$ cat config.mk
export PLATFORM = sky130hd
export DESIGN_NAME = noc_output_port_scheduler
export DESIGN_NICKNAME = d
export VERILOG_FILES = /design/src/rtl/noc_output_port_scheduler.sv
export SDC_FILE = /design/constraint.sdc
export NUM_CORES = 1
export LEC_CHECK = 0
export BUFFER_PORTS_ARGS = -buffer_cell sky130_fd_sc_hd__buf_2
export CORE_UTILIZATION = 50
export CTS_CLUSTER_SIZE = 30
export DETAILED_ROUTE_END_ITERATION = 10
export PLACE_DENSITY_LB_ADDON = 0.2
export SYNTH_ARGS = -nofsm -noshare
export SYNTH_HDL_FRONTEND = slang
export SYNTH_SLANG_ARGS = --single-unit
$ cat constraint.sdc
create_clock -name noc_clk -period 3.82 [get_ports noc_clk]
set_input_delay 0.191 -clock noc_clk [delete_from_list [all_inputs] [get_ports noc_clk]]
set_output_delay 0.191 -clock noc_clk [all_outputs]
set_load 0.01 [all_outputs]
$ cat src/rtl/noc_output_port_scheduler.sv
// Output-port scheduler for the NoC router: round-robin arbitration over the input ports,
// wormhole lock from head to tail, and a downstream credit counter that gates switch transfers.
module noc_output_port_scheduler #(
  parameter int PORTS   = 5,
  parameter int CREDITS = 8,
  parameter int CNT_W   = $clog2(CREDITS + 1)
) (
  input  logic             noc_clk,
  input  logic             noc_rst_n,
  input  logic [PORTS-1:0] req_i,
  input  logic [PORTS-1:0] tail_i,
  input  logic             fire_i,
  input  logic             credit_ret_i,
  output logic [PORTS-1:0] grant_o,
  output logic             send_en_o,
  output logic             busy_o,
  output logic [CNT_W-1:0] credit_cnt_o,
  output logic [1:0]       err_o
);

  localparam int IDX_W = (PORTS > 1) ? $clog2(PORTS) : 1;
  localparam logic [CNT_W-1:0] MAX_CREDITS = CNT_W'(CREDITS);
  localparam logic [IDX_W-1:0] LAST_IDX    = IDX_W'(PORTS - 1);

  typedef enum logic {IDLE, LOCKED} state_t;

  state_t           state;
  logic [IDX_W-1:0] rr_ptr;
  logic [IDX_W-1:0] owner;
  logic [IDX_W-1:0] pick_idx;
  logic             pick_valid;
  logic             release_pkt;
  int               cand;

  // First requester at or after rr_ptr, wrapping around the port list.
  always_comb begin
    pick_valid = 1'b0;
    pick_idx   = '0;
    cand       = 0;
    for (int k = 0; k < PORTS; k++) begin
      cand = int'(rr_ptr) + k;
      if (cand >= PORTS) cand = cand - PORTS;
      if (!pick_valid && req_i[IDX_W'(cand)]) begin
        pick_valid = 1'b1;
        pick_idx   = IDX_W'(cand);
      end
    end
  end

  assign release_pkt = (state == LOCKED) && fire_i && tail_i[owner];

  always_ff @(posedge noc_clk or negedge noc_rst_n) begin
    if (!noc_rst_n) begin
      state   <= IDLE;
      grant_o <= '0;
      owner   <= '0;
      rr_ptr  <= '0;
    end else begin
      case (state)
        IDLE: begin
          if (pick_valid) begin
            state   <= LOCKED;
            owner   <= pick_idx;
            grant_o <= PORTS'(1) << pick_idx;
          end
        end
        LOCKED: begin
          // Lock is held through bubbles; only the owner's tail transfer frees the port.
          if (release_pkt) begin
            state   <= IDLE;
            grant_o <= '0;
            rr_ptr  <= (owner == LAST_IDX) ? '0 : owner + 1'b1;
          end
        end
        default: state <= IDLE;
      endcase
    end
  end

  assign busy_o    = (state == LOCKED);
  assign send_en_o = busy_o && (credit_cnt_o != '0);

  // Credits track downstream slots regardless of FSM state; misuse sets sticky flags.
  always_ff @(posedge noc_clk or negedge noc_rst_n) begin
    if (!noc_rst_n) begin
      credit_cnt_o <= MAX_CREDITS;
      err_o        <= 2'b00;
    end else begin
      case ({fire_i, credit_ret_i})
        2'b10: begin
          if (credit_cnt_o == '0) err_o[0] <= 1'b1;
          else                    credit_cnt_o <= credit_cnt_o - 1'b1;
        end
        2'b01: begin
          if (credit_cnt_o == MAX_CREDITS) err_o[1] <= 1'b1;
          else                             credit_cnt_o <= credit_cnt_o + 1'b1;
        end
        default: ;
      endcase
    end
  end

endmodule

**Yosys cells after proc, flatten, opt, wreduce, memory -nomap -nowiden**

Index checks and enable logic that the tools add are counted.

- Add/sub/neg operators: 12
- $lt $le $gt $ge: 11
- Equal/unequal tests: 8
- Shift-type cells: 1
- Mux-type cells: 42
- Bitwise operators: 1
- Reductions and logical operators: 20

Operators by type and width:

| operator | count |
|---|---|
| 3-bit two-way mux | 11 |
| 3-bit by 5-bit < comparator with 1-bit output (second input constant) | 5 |
| 1-bit binary-select mux with 3-bit select | 6 |
| 1-bit two-way mux | 18 |
| 4-bit by 3-bit >= comparator with 1-bit output (second input constant) | 4 |
| 3-bit subtractor (second input constant) | 5 |
| 5-bit two-way mux | 2 |
| 5-bit case mux with 2 select lines | 1 |
| 2-bit AND reduction | 5 |
| 3-bit by 2-bit adder with 4-bit output (second input constant) | 2 |
| 4-bit two-way mux | 2 |
| 4-bit case mux with 2 select lines | 1 |
| 1-bit logical AND | 7 |
| 2-bit inequality test (second input constant) | 3 |
| 1-bit by 3-bit left shift with 5-bit output (first input constant) | 1 |
| 3-bit by 1-bit adder with 4-bit output (second input constant) | 1 |
| 3-bit by 3-bit adder with 4-bit output (second input constant) | 1 |
| 4-bit by 1-bit adder with 4-bit output (second input constant) | 1 |
| 4-bit == test (second input constant) | 1 |
| 1-bit logical NOT | 4 |
| 4-bit logical NOT | 1 |
| 3-bit by 4-bit < comparator with 1-bit output (second input constant) | 1 |
| 4-bit nonzero test | 1 |
| 4-bit by 1-bit subtractor with 4-bit output (second input constant) | 1 |
| other kinds (10) | 10 |

- Bits in registers: 18
- Input port bits: 14
- Output and inout bits: 13
- Logic and storage cells: 102

**Depth between registers and ports, before layout**

Gate-level depths: netlist of run 1.

- Depth after elaboration: 21
- Depth in mapped cells: 14
- Depth with buffers taken out: 13

**Worst setup path after synthesis of run 1**

OpenSTA, ideal clock, no wires.

- Path type: register to register
- Start point: register rr_ptr[1]
- End point: register grant_o[0]
- Library setup time: 0.122 ns
- Data arrival time: 3.022 ns
- Data required time: 3.698 ns
- Setup slack: 0.677 ns
- Stages on the path, launching flop included: 13
- Buffers on the path: 1
- Period minus slack after synthesis: 3.143 ns
- Path through: dfrtp_1 -> clkbuf_1 -> inv_1 -> ha_1 -> ha_1 -> a21boi_4 -> mux2i_1 -> a221oi_2 -> a21o_2 -> nor3_2 -> a221oi_2 -> and2_1 -> a32o_1

- Longest elaborated chain between the ends: 21
- Elaborated cells on any way between the ends: 57
- Classes of those cells: add/sub (9); order compare (5); eq/ne (1); shift (1); mux (32); reduce/logical (9)

Ends and longest elaborated chain:

| element | RTL line | text |
|---|---|---|
| from (decl) | 28 | `logic [IDX_W-1:0] rr_ptr;` |
| from (signal assigned) | 72 | `rr_ptr <= (owner == LAST_IDX) ? '0 : owner + 1'b1;` |
| parallel branches: the longest is 21 deep, another holds 3-bit by 1-bit adder with 4-bit output | -- |  |
| to (signal assigned) | 64 | `grant_o <= PORTS'(1) << pick_idx;` |
| to (decl) | 14 | `output logic [PORTS-1:0] grant_o,` |

Parallel ways; which one is timed is not known. The select of a mux whose other input is x is not followed.
A chain may end at the register's enable or synchronous reset.

**Final worst setup path of run 1**

Ends and elaborated chain as after synthesis.

==> impl_metrics.py, run 1 <==
metrics = {
    "detailed_routing": {
        "drt_iter0_drc": 74,
        "drt-wirelength-per-cell_um": 15.94,
        "drt_drc_violations_left": 0,
        "post_drt_via_cell_ratio": 5.997,
        "route.vias.total": 1763,
        "detailedRoute.firstPassIterationCount": 4,
        "drtAntennaViolNets": 0,
        "routed_wirelength_mm": 4.685,
    },
    "worst_setup_path": {
        "path_max_fanout": 18,
        "crit_buf_inv": 1,
        "number_of_cells_traversed_by_the_worst_register_to_register_path": 11,
        "setup_slack_reg_to_reg_ps": 510,
        "cp.depth": 11,
        "cp-start-kind": "flip-flop",
        "cp_data_required_time_ps": 3970,
        "critical_path_top_delay_cell": "ha_1",
        "critical-path-max-stage-delay_ps": 700,
        "arrival_ps": 3460,
        "critPathMostFrequentCell": "a21oi_1",
        "element_type_at_the_critical_path_end": "flip-flop",
        "crit_type": "flip-flop to flip-flop",
        "critPathTopFamily": "compound AO/OA/AOI/OAI gates",
        "crit_path_cell_trace": "inv_1, ha_1, mux2_1, nor3_1, nor4b_2, and2_1, o311ai_1, nand3_1, a21oi_1, a21oi_1, a32o_1",
    },
    "finish": {
        "area_delta_synth_final_pct": 11.99,
        "insertedDiodeCount": 0,
        "fill_cells": 367,
        "final_net_count": 277,
        "layout_cell_share_with_drive_strength_beyond_1_pct": 22.76,
    },
    "sta": {
        "grt_setup_unrepaired": "no",
        "worst_clock_skew_ps": 7.566,
        "endpoints_failing_setup": 0,
        "timing.final.ws_setup_ps": 506.1,
        "fin_hold_ws_ps": 294.6,
        "period_share_pct": 86.75,
        "final_hold_fails": 0,
        "finalMaxSlewViolations": 0,
        "max_slew.worst_pin.slew_ps": 581.2,
        "fin_tns_setup_ps": 0,
        "finalWorstPathRequiredPeriod_ps": 3314,
        "timing.max_slew.rel_slack_pct": 61.25,
        "achievable-frequency_mhz": 301.8,
    },
    "global_route": {
        "gr-usage-met3_pct": 4.049,
        "gr-usage-met1_pct": 33.59,
        "grt-ovfl-total": 0,
        "busiest_layer": "met2",
        "grt_max_degree": 25,
        "vias_in_the_first_global_route": 1732,
        "total_global_routing_track_utilization_pct": 24.32,
        "use_met2_pct": 39.58,
        "grt_pass1_wl_mm": 8.010,
        "grt_antenna_before_repair": 0,
    },
    "floorplanning": {
        "chip_width_um": 64.98,
        "floorplan.die_area_sq_um": 4222,
        "floorplan.initialDensity_pct": 52.97,
        "floorplan.rows": 22,
        "ioPinCount": 27,
        "die_y_um": 64.98,
        "floorplan.core_area_sq_um": 3744,
    },
    "logic_synthesis": {
        "total_number_of_yosys_warnings": 0,
        "asyncSetResetFlopFracSynth_pct": 100.0,
        "syn-num-nets": 249,
        "post_synth.cell_area_avg_sq_um": 9.055,
        "mappedNetlistArea_sq_um": 1983,
        "synth.top_cells.by_count": "dfrtp_1, nand2_1, o21ai_0, ha_1, nor2_1",
        "ys_seq_area_share_pct": 22.78,
        "post_synth_num_cell_types": 69,
        "synthMostInstantiatedCell": "dfrtp_1",
        "dominant_cells_by_area_after_synthesis": "dfrtp_1, ha_1, mux2i_1",
        "yosys_register_bits": 18,
        "area_share_of_the_largest_cell_type_after_synthesis_pct": 21.45,
        "synthDominantAreaCellType": "dfrtp_1",
        "synth_ff_type": "dfrtp_1",
        "synthesis.instances": 219,
        "synth-edff-count": 0,
    },
    "cts": {
        "tritoncts": "built",
        "clock_sink_count": 18,
        "clk_pin_slew_worst_setup_hold_paths_ps": 80,
        "cts_max_path_bufs": 2,
        "numCtsBuffers": 3,
        "clock_latency_late_sink_ps": 260,
        "cts_htree_levels": 1,
        "root_buffer_cell": "clkbuf_8",
    },
    "min_path": {
        "hold_class": "input port to flip-flop",
        "timing.hold.worst_path_depth": 4,
    },
    "placement": {
        "place.gp.congestion": 0.9027,
        "io_buffer_count": 26,
        "detailed_place_hpwl_mm": 3.618,
        "minimum_setup_slack_after_placement_ps": 570.3,
    },
    "outcome": {
        "result_of_the_run": "finished clean",
    },
    "job": {
        "max_cap_viol_count": 0,
    },
}
-- per-layer routing --
metal  vias up  part of all wire [%]  routed length (um)
met4         0                   1.2                  57
met1       837                    50                2351
li1        871                     -                   -
met3         7                   3.8                 178
met2        48                    45                2098
met5         -                     0                   0
-- placed cells by master, fill, tap and decap left out, drive strengths merged, types with 3 or more instances in the layout --
master,netlist,routed
a32o,3,3
xnor2,7,7
clkbuf,3,4
a21o,6,6
a21oi,14,14
inv,13,13
buf,4,29
ha,14,14
nor3,7,7
and2,3,3
mux4,4,4
o21ai,18,18
nor2b,7,7
a221oi,3,3
nand3,7,7
mux2i,11,11
dfrtp,17,17
nand2,15,15
nor2,13,13
-- worst reg2reg max path: cells and delay by family, from the launching register on --
family,cells,cell delay (ps)
compound gates,4,940
mux,1,430
simple gates,4,650
buf+inv,1,140
flops,1,350
fa+ha+maj,1,700
-- final cells by class --
cell class / count / area (sq um) / share of cell area, %
inverter: 13 / 51.30 / 2.310
timing repair buffer: 30 / 162.7 / 7.324
clock buffer: 4 / 55.05 / 2.479
tap: 48 / 60.06 / 2.704
sequential: 18 / 451.7 / 20.34
multi-input combinational: 181 / 1440 / 64.85
-- state kept, by name (all words and copies together) (netlist names) --
register      cells
busy_o            1
rr_ptr            3
grant_o           5
err_o             2
owner             3
credit_cnt_o      4
-- cells by family after synthesis --
logic type	count (synthesis)	synth area share (%)
DFF	18	22.78
AOI/OAI and AO/OA	69	26.25
and+or+nand+nor	70	19.94
buffers and inverters	20	4.606
muxes	17	11.23
adders and majority gates	16	10.85
xor gates and xnor gates	9	4.354
-- stage by stage --
| step | util (%) | std cells | instance area, sq um |
|---|---|---|---|
| 3_3_place_gp | 57.59 | 289 | 2156 |
| 3_5_place_dp | 57.59 | 289 | 2156 |
| 6_report | 59.32 | 294 | 2221 |
| 2_1_floorplan | - | 219 | 1983 |
| 5_1_grt | 59.32 | 294 | 2221 |
| 4_1_cts | 59.32 | 294 | 2221 |
-- repair_timing --
action	4_1_cts	5_1_grt
resized for setup	0	0
setup buffers	0	0
hold buffers	1	0
endpoints found under the hold margin	17	0
-- path summary, 6_finish.rpt --
kind / from / end
max: rr_ptr[1] / grant_o[0]
min: credit_ret_i / credit_cnt_o[1]
max reg2reg: rr_ptr[1] / grant_o[0]
min reg2reg: err_o[0] / err_o[0]
max in group asynchronous: noc_rst_n / credit_cnt_o[3]
min in group asynchronous: noc_rst_n / rr_ptr[2]
Power of run 1 is left out: the tool's default activity adds up to more than one toggle a clock period on the data nets, which glitch-free logic cannot reach.
==> run 2, diff against run 1 <==
--- a/config.mk
+++ b/config.mk
@@ -10,6 +10,7 @@
 export CTS_CLUSTER_SIZE = 30
 export DETAILED_ROUTE_END_ITERATION = 10
 export PLACE_DENSITY_LB_ADDON = 0.2
+export RECOVER_POWER = 100
 export SYNTH_ARGS = -nofsm -noshare
 export SYNTH_HDL_FRONTEND = slang
 export SYNTH_SLANG_ARGS = --single-unit
==> run 2 against run 1 <==
Hold slack gained 2.0 ps. Setup slack got worse by 43 ps. Critical path type unchanged. Maximum frequency fell by 1.3%. Die area did not move. Global-route usage is the same. Core utilization shrank 0.90 points. Highest routed layer unchanged.
==> impl_metrics.py, run 2 (synthesis gave the netlist of run 1 again) <==
metrics = {
    "sta": {
        "final_hold_fails": 0,
        "endpoints_failing_setup": 0,
        "worst_clock_skew_ps": 8.441,
        "fin_hold_ws_ps": 296.7,
        "max_slew.worst_pin.slew_ps": 1013,
        "finalMaxSlewViolations": 0,
        "achievable-frequency_mhz": 297.9,
        "grt_setup_unrepaired": "no",
        "fin_tns_setup_ps": 0,
        "finalWorstPathRequiredPeriod_ps": 3357,
        "period_share_pct": 87.88,
        "timing.max_slew.rel_slack_pct": 32.47,
    },
    "floorplanning": {
        "floorplan.die_area_sq_um": 4222,
        "floorplan.core_area_sq_um": 3744,
        "floorplan.rows": 22,
        "chip_width_um": 64.98,
        "ioPinCount": 27,
        "die_y_um": 64.98,
        "floorplan.initialDensity_pct": 52.97,
    },
    "cts": {
        "cts_htree_levels": 1,
        "numCtsBuffers": 3,
        "cts_max_path_bufs": 2,
        "postCtsSetupRepairBufs": 0,
        "tritoncts": "built",
        "root_buffer_cell": "clkbuf_8",
        "clock_latency_late_sink_ps": 260,
        "post_cts_hold_buffer_count": 1,
        "clock_sink_count": 18,
        "ctsResizeCount": 0,
        "clk_pin_slew_worst_setup_hold_paths_ps": 80,
    },
    "finish": {
        "fin_area_sq_um": 2187,
        "top_flop_regs": "grant_o (5), credit_cnt_o (4)",
        "largest_register_ff_count": 5,
        "layout_cell_share_with_drive_strength_beyond_1_pct": 15.45,
        "regArea_sq_um": 451.7,
        "fill_cells": 368,
        "layout_common_cells": "dfrtp_1, o21ai_0, nand2_1",
        "max_flop_register": "grant_o",
        "insertedDiodeCount": 0,
        "final_common_cell": "dfrtp_1",
        "multi_input_comb_area_sq_um": 1426,
        "area_delta_synth_final_pct": 10.28,
        "final_net_count": 277,
    },
    "detailed_routing": {
        "routed_wirelength_mm": 4.673,
        "drt_drc_violations_left": 0,
        "route.vias.total": 1762,
        "post_drt_via_cell_ratio": 5.993,
        "drt_iter0_drc": 66,
        "drtAntennaViolNets": 0,
        "detailedRoute.firstPassIterationCount": 4,
        "drt-wirelength-per-cell_um": 15.89,
    },
    "global_route": {
        "grt-ovfl-total": 0,
        "vias_in_the_first_global_route": 1732,
        "total_global_routing_track_utilization_pct": 24.32,
        "grt_pass1_wl_mm": 8.010,
        "grt_max_degree": 25,
        "grt_antenna_before_repair": 0,
    },
    "worst_setup_path": {
        "arrival_ps": 3500,
        "critical-path-max-stage-delay_ps": 690,
        "cp_data_required_time_ps": 3960,
        "worst_setup_startpoint": "rr_ptr[1]",
        "cp.depth": 11,
        "crit_type": "flip-flop to flip-flop",
        "critPathCapture": "grant_o[1]",
        "path_max_fanout": 18,
        "number_of_cells_traversed_by_the_worst_register_to_register_path": 11,
        "critPathTopFamily": "simple AND/OR/NAND/NOR gates",
        "crit_path_cell_trace": "inv_1, ha_1, mux2_1, nor3_1, nor4b_1, a21oi_1, nand3_2, nor2_1, a21oi_1, nor2_1, a22o_1",
        "cp-start-kind": "flip-flop",
        "critical_path.reg2reg.startpoint": "rr_ptr[1]",
        "critical_path_top_delay_cell": "ha_1",
        "crit_buf_inv": 1,
        "reg2reg_to": "grant_o[1]",
        "setup_slack_reg_to_reg_ps": 460,
        "element_type_at_the_critical_path_end": "flip-flop",
    },
    "placement": {
        "place.gp.congestion": 0.9027,
        "io_buffer_count": 26,
        "detailed_place_hpwl_mm": 3.618,
        "post_dp_cell_area_sq_um": 2156,
    },
    "job": {
        "max_cap_viol_count": 0,
    },
    "min_path": {
        "hold_class": "input port to flip-flop",
    },
    "outcome": {
        "result_of_the_run": "finished clean",
    },
}
run 2: cell count changes in the layout (fill, tap and decap cells not counted), sizes merged:
cell	delta
buf	-14
clkbuf	+14
run 2: worst register-to-register path, delay by kind of cell (launching register included):
kind	cells	cell delay (ps)
DFF	1	350
adders and majority gates	1	690
AOI/OAI and AO/OA	3	840
and+or+nand+nor	5	930
buffers and inverters	1	130
muxes	1	280
run 2: final cells by class:
| class | instances | area share [%] |
|---|---|---|
| clock buffers | 4 | 2.517 |
| inverters | 13 | 2.346 |
| multi-input cells | 181 | 65.22 |
| flip-flops and latches | 18 | 20.65 |
| well taps | 48 | 2.746 |
| repair buffers | 30 | 6.522 |
run 2: per-stage QoR:
stage	util (%)	setup WS [ps]	cells
after floorplan	-	676.6	219
after global placement	57.59	619.1	289
after detailed placement	57.59	570.3	289
after CTS	59.32	543.2	294
after global routing	58.42	129.2	294
final	58.42	462.9	294
run 2: per-layer routing:
metal | up-vias | GRT usage [%] | wire (um)
met3 | 7 | 4.049 | 264
met4 | 0 | 5.000 | 57
li1 | 867 | - | -
met2 | 59 | 39.58 | 2061
met1 | 829 | 33.59 | 2289
met5 | - | 0 | 0
run 2: worst min path at each step:
stage	startpoint	endpoint	slack, ps	cells past startpoint
finish	credit_ret_i	credit_cnt_o[1]	300	4
floorplan	noc_rst_n	busy_o	-100	0
detailed placement	noc_rst_n	rr_ptr[2]	150	1
global route	credit_ret_i	credit_cnt_o[1]	300	4
CTS	credit_ret_i	credit_cnt_o[1]	290	4
global placement	noc_rst_n	rr_ptr[2]	150	1
Power of run 2 is left out for the same reason.
==> run 3, diff against run 2 <==
--- a/config.mk
+++ b/config.mk
@@ -6,6 +6,7 @@
 export NUM_CORES = 1
 export LEC_CHECK = 0
 export BUFFER_PORTS_ARGS = -buffer_cell sky130_fd_sc_hd__buf_2
+export CORE_MARGIN = 4
 export CORE_UTILIZATION = 50
 export CTS_CLUSTER_SIZE = 30
 export DETAILED_ROUTE_END_ITERATION = 10
==> run 3 against run 2 <==
Clock-buffer cell count unchanged. Routed wire length grew 3.0%. Register-to-register slack about the same. Largest cell class unchanged. Maximum frequency fell by 0.16%. Non-clock buffer count stayed put. Via count shrank 0.17%. Critical path depth unchanged.
==> impl_metrics.py, run 3 (synthesis gave the netlist of run 1 again) <==
metrics = {
    "outcome": {
        "result_of_the_run": "finished clean",
    },
    "cts": {
        "clock_sink_count": 18,
        "cts_max_path_bufs": 2,
        "post_cts_hold_buffer_count": 1,
        "numCtsBuffers": 3,
        "clk_pin_slew_worst_setup_hold_paths_ps": 70,
        "ctsResizeCount": 0,
        "clock_latency_late_sink_ps": 260,
        "root_buffer_cell": "clkbuf_8",
        "cts_htree_levels": 1,
        "postCtsSetupRepairBufs": 0,
        "tritoncts": "built",
    },
    "placement": {
        "detailed_place_hpwl_mm": 3.711,
        "post_dp_cell_area_sq_um": 2156,
        "place.gp.congestion": 0.8595,
        "placed_cells": 289,
        "io_buffer_count": 26,
    },
    "worst_setup_path": {
        "setup_slack_reg_to_reg_ps": 460,
        "number_of_cells_traversed_by_the_worst_register_to_register_path": 11,
        "critical_path.reg2reg.startpoint": "rr_ptr[1]",
        "cp_data_required_time_ps": 3960,
        "element_type_at_the_critical_path_end": "flip-flop",
        "reg2reg_to": "grant_o[1]",
        "cp-start-kind": "flip-flop",
        "arrival_ps": 3500,
        "crit_type": "flip-flop to flip-flop",
        "path_max_fanout": 18,
    },
    "sta": {
        "achievable-frequency_mhz": 297.4,
        "max_slew.worst_pin.slew_ps": 1030,
        "worst_clock_skew_ps": 6.439,
        "grt_setup_unrepaired": "no",
        "period_share_pct": 88.03,
        "timing.max_slew.rel_slack_pct": 31.31,
        "finalWorstPathRequiredPeriod_ps": 3363,
        "final_hold_fails": 0,
        "fin_tns_setup_ps": 0,
        "endpoints_failing_setup": 0,
        "finalMaxSlewViolations": 0,
    },
    "finish": {
        "final_common_cell": "dfrtp_1",
        "insertedDiodeCount": 0,
        "fin_area_sq_um": 2187,
        "final_util_pct": 58.42,
        "regArea_sq_um": 451.7,
        "final_net_count": 277,
        "max_flop_register": "grant_o",
        "area_delta_synth_final_pct": 10.28,
        "layout_cell_share_with_drive_strength_beyond_1_pct": 15.45,
        "largest_register_ff_count": 5,
        "multi_input_comb_area_sq_um": 1426,
        "top_flop_regs": "grant_o (5), credit_cnt_o (4)",
        "final_cell_count_no_fill": 294,
        "layout_common_cells": "dfrtp_1, o21ai_0, nand2_1",
        "fill_cells": 358,
    },
    "global_route": {
        "grt-ovfl-total": 0,
        "use_met2_pct": 31.00,
        "gr-usage-met3_pct": 3.125,
        "gr-usage-met1_pct": 28.73,
        "grt_pass1_wl_mm": 8.052,
        "total_global_routing_track_utilization_pct": 19.61,
        "vias_in_the_first_global_route": 1689,
        "busiest_layer": "met2",
        "grt_max_degree": 25,
        "grt_antenna_before_repair": 0,
    },
    "detailed_routing": {
        "drt_drc_violations_left": 0,
        "routed_wirelength_mm": 4.812,
        "drt_iter0_drc": 60,
        "drtAntennaViolNets": 0,
        "drt-wirelength-per-cell_um": 16.37,
        "detailedRoute.firstPassIterationCount": 4,
        "post_drt_via_cell_ratio": 5.983,
        "route.vias.total": 1759,
    },
    "floorplanning": {
        "floorplan.die_area_sq_um": 5038,
        "floorplan.rows": 22,
        "chip_width_um": 70.98,
        "floorplan.initialDensity_pct": 52.97,
        "die_y_um": 70.98,
        "ioPinCount": 27,
        "floorplan.core_area_sq_um": 3744,
    },
    "min_path": {
        "worst_hold_path.endpoint": "credit_cnt_o[1]",
        "timing.hold.worst_path_depth": 4,
        "hp-start": "credit_ret_i",
        "hold_class": "input port to flip-flop",
    },
    "job": {
        "max_cap_viol_count": 0,
    },
}
## run 3: through the flow
stage | worst slack [ps] | hold WS (ps)
4_1_cts | 545.9 | 292.1
6_report | 457.3 | 298.9
2_1_floorplan | 676.6 | -104.6
3_3_place_gp | 619.1 | 149.6
3_5_place_dp | 587.9 | 150.1
5_1_grt | 171.1 | 339.6
## run 3: layout make-up
class / instances / area share (%)
multi-input combinational: 181 / 65.22
inverter: 13 / 2.346
clock buffer: 4 / 2.517
tap: 48 / 2.746
sequential: 18 / 20.65
timing repair buffer: 30 / 6.522
## run 3: worst max-delay path: stages (launching register included)
cell and delay [ps]:
dfrtp_1 350, inv_1 130, ha_1 710, mux2_1 270, nor3_1 60, nor4b_1 490
a21oi_1 220, nand3_2 130, nor2_1 60, a21oi_1 350, nor2_1 190, a22o_1 270
## run 3: layer usage
metal  wire length (um)  share of wire [%]
met1               2308                 48
met5                  0                  0
met2               2203                 46
met4                 23               0.48
met3                277                5.8
## run 3: worst max path at each step
| stage | from | to | slack (ps) |
|---|---|---|---|
| finish | rr_ptr[1] | grant_o[1] | 460 |
| global route | rr_ptr[1] | grant_o[3] | 170 |
| CTS | rr_ptr[1] | grant_o[2] | 550 |
| detailed placement | rr_ptr[1] | grant_o[2] | 590 |
| global placement | rr_ptr[1] | grant_o[0] | 620 |
| floorplan | rr_ptr[1] | grant_o[0] | 680 |
Power of run 3 is left out for the same reason.
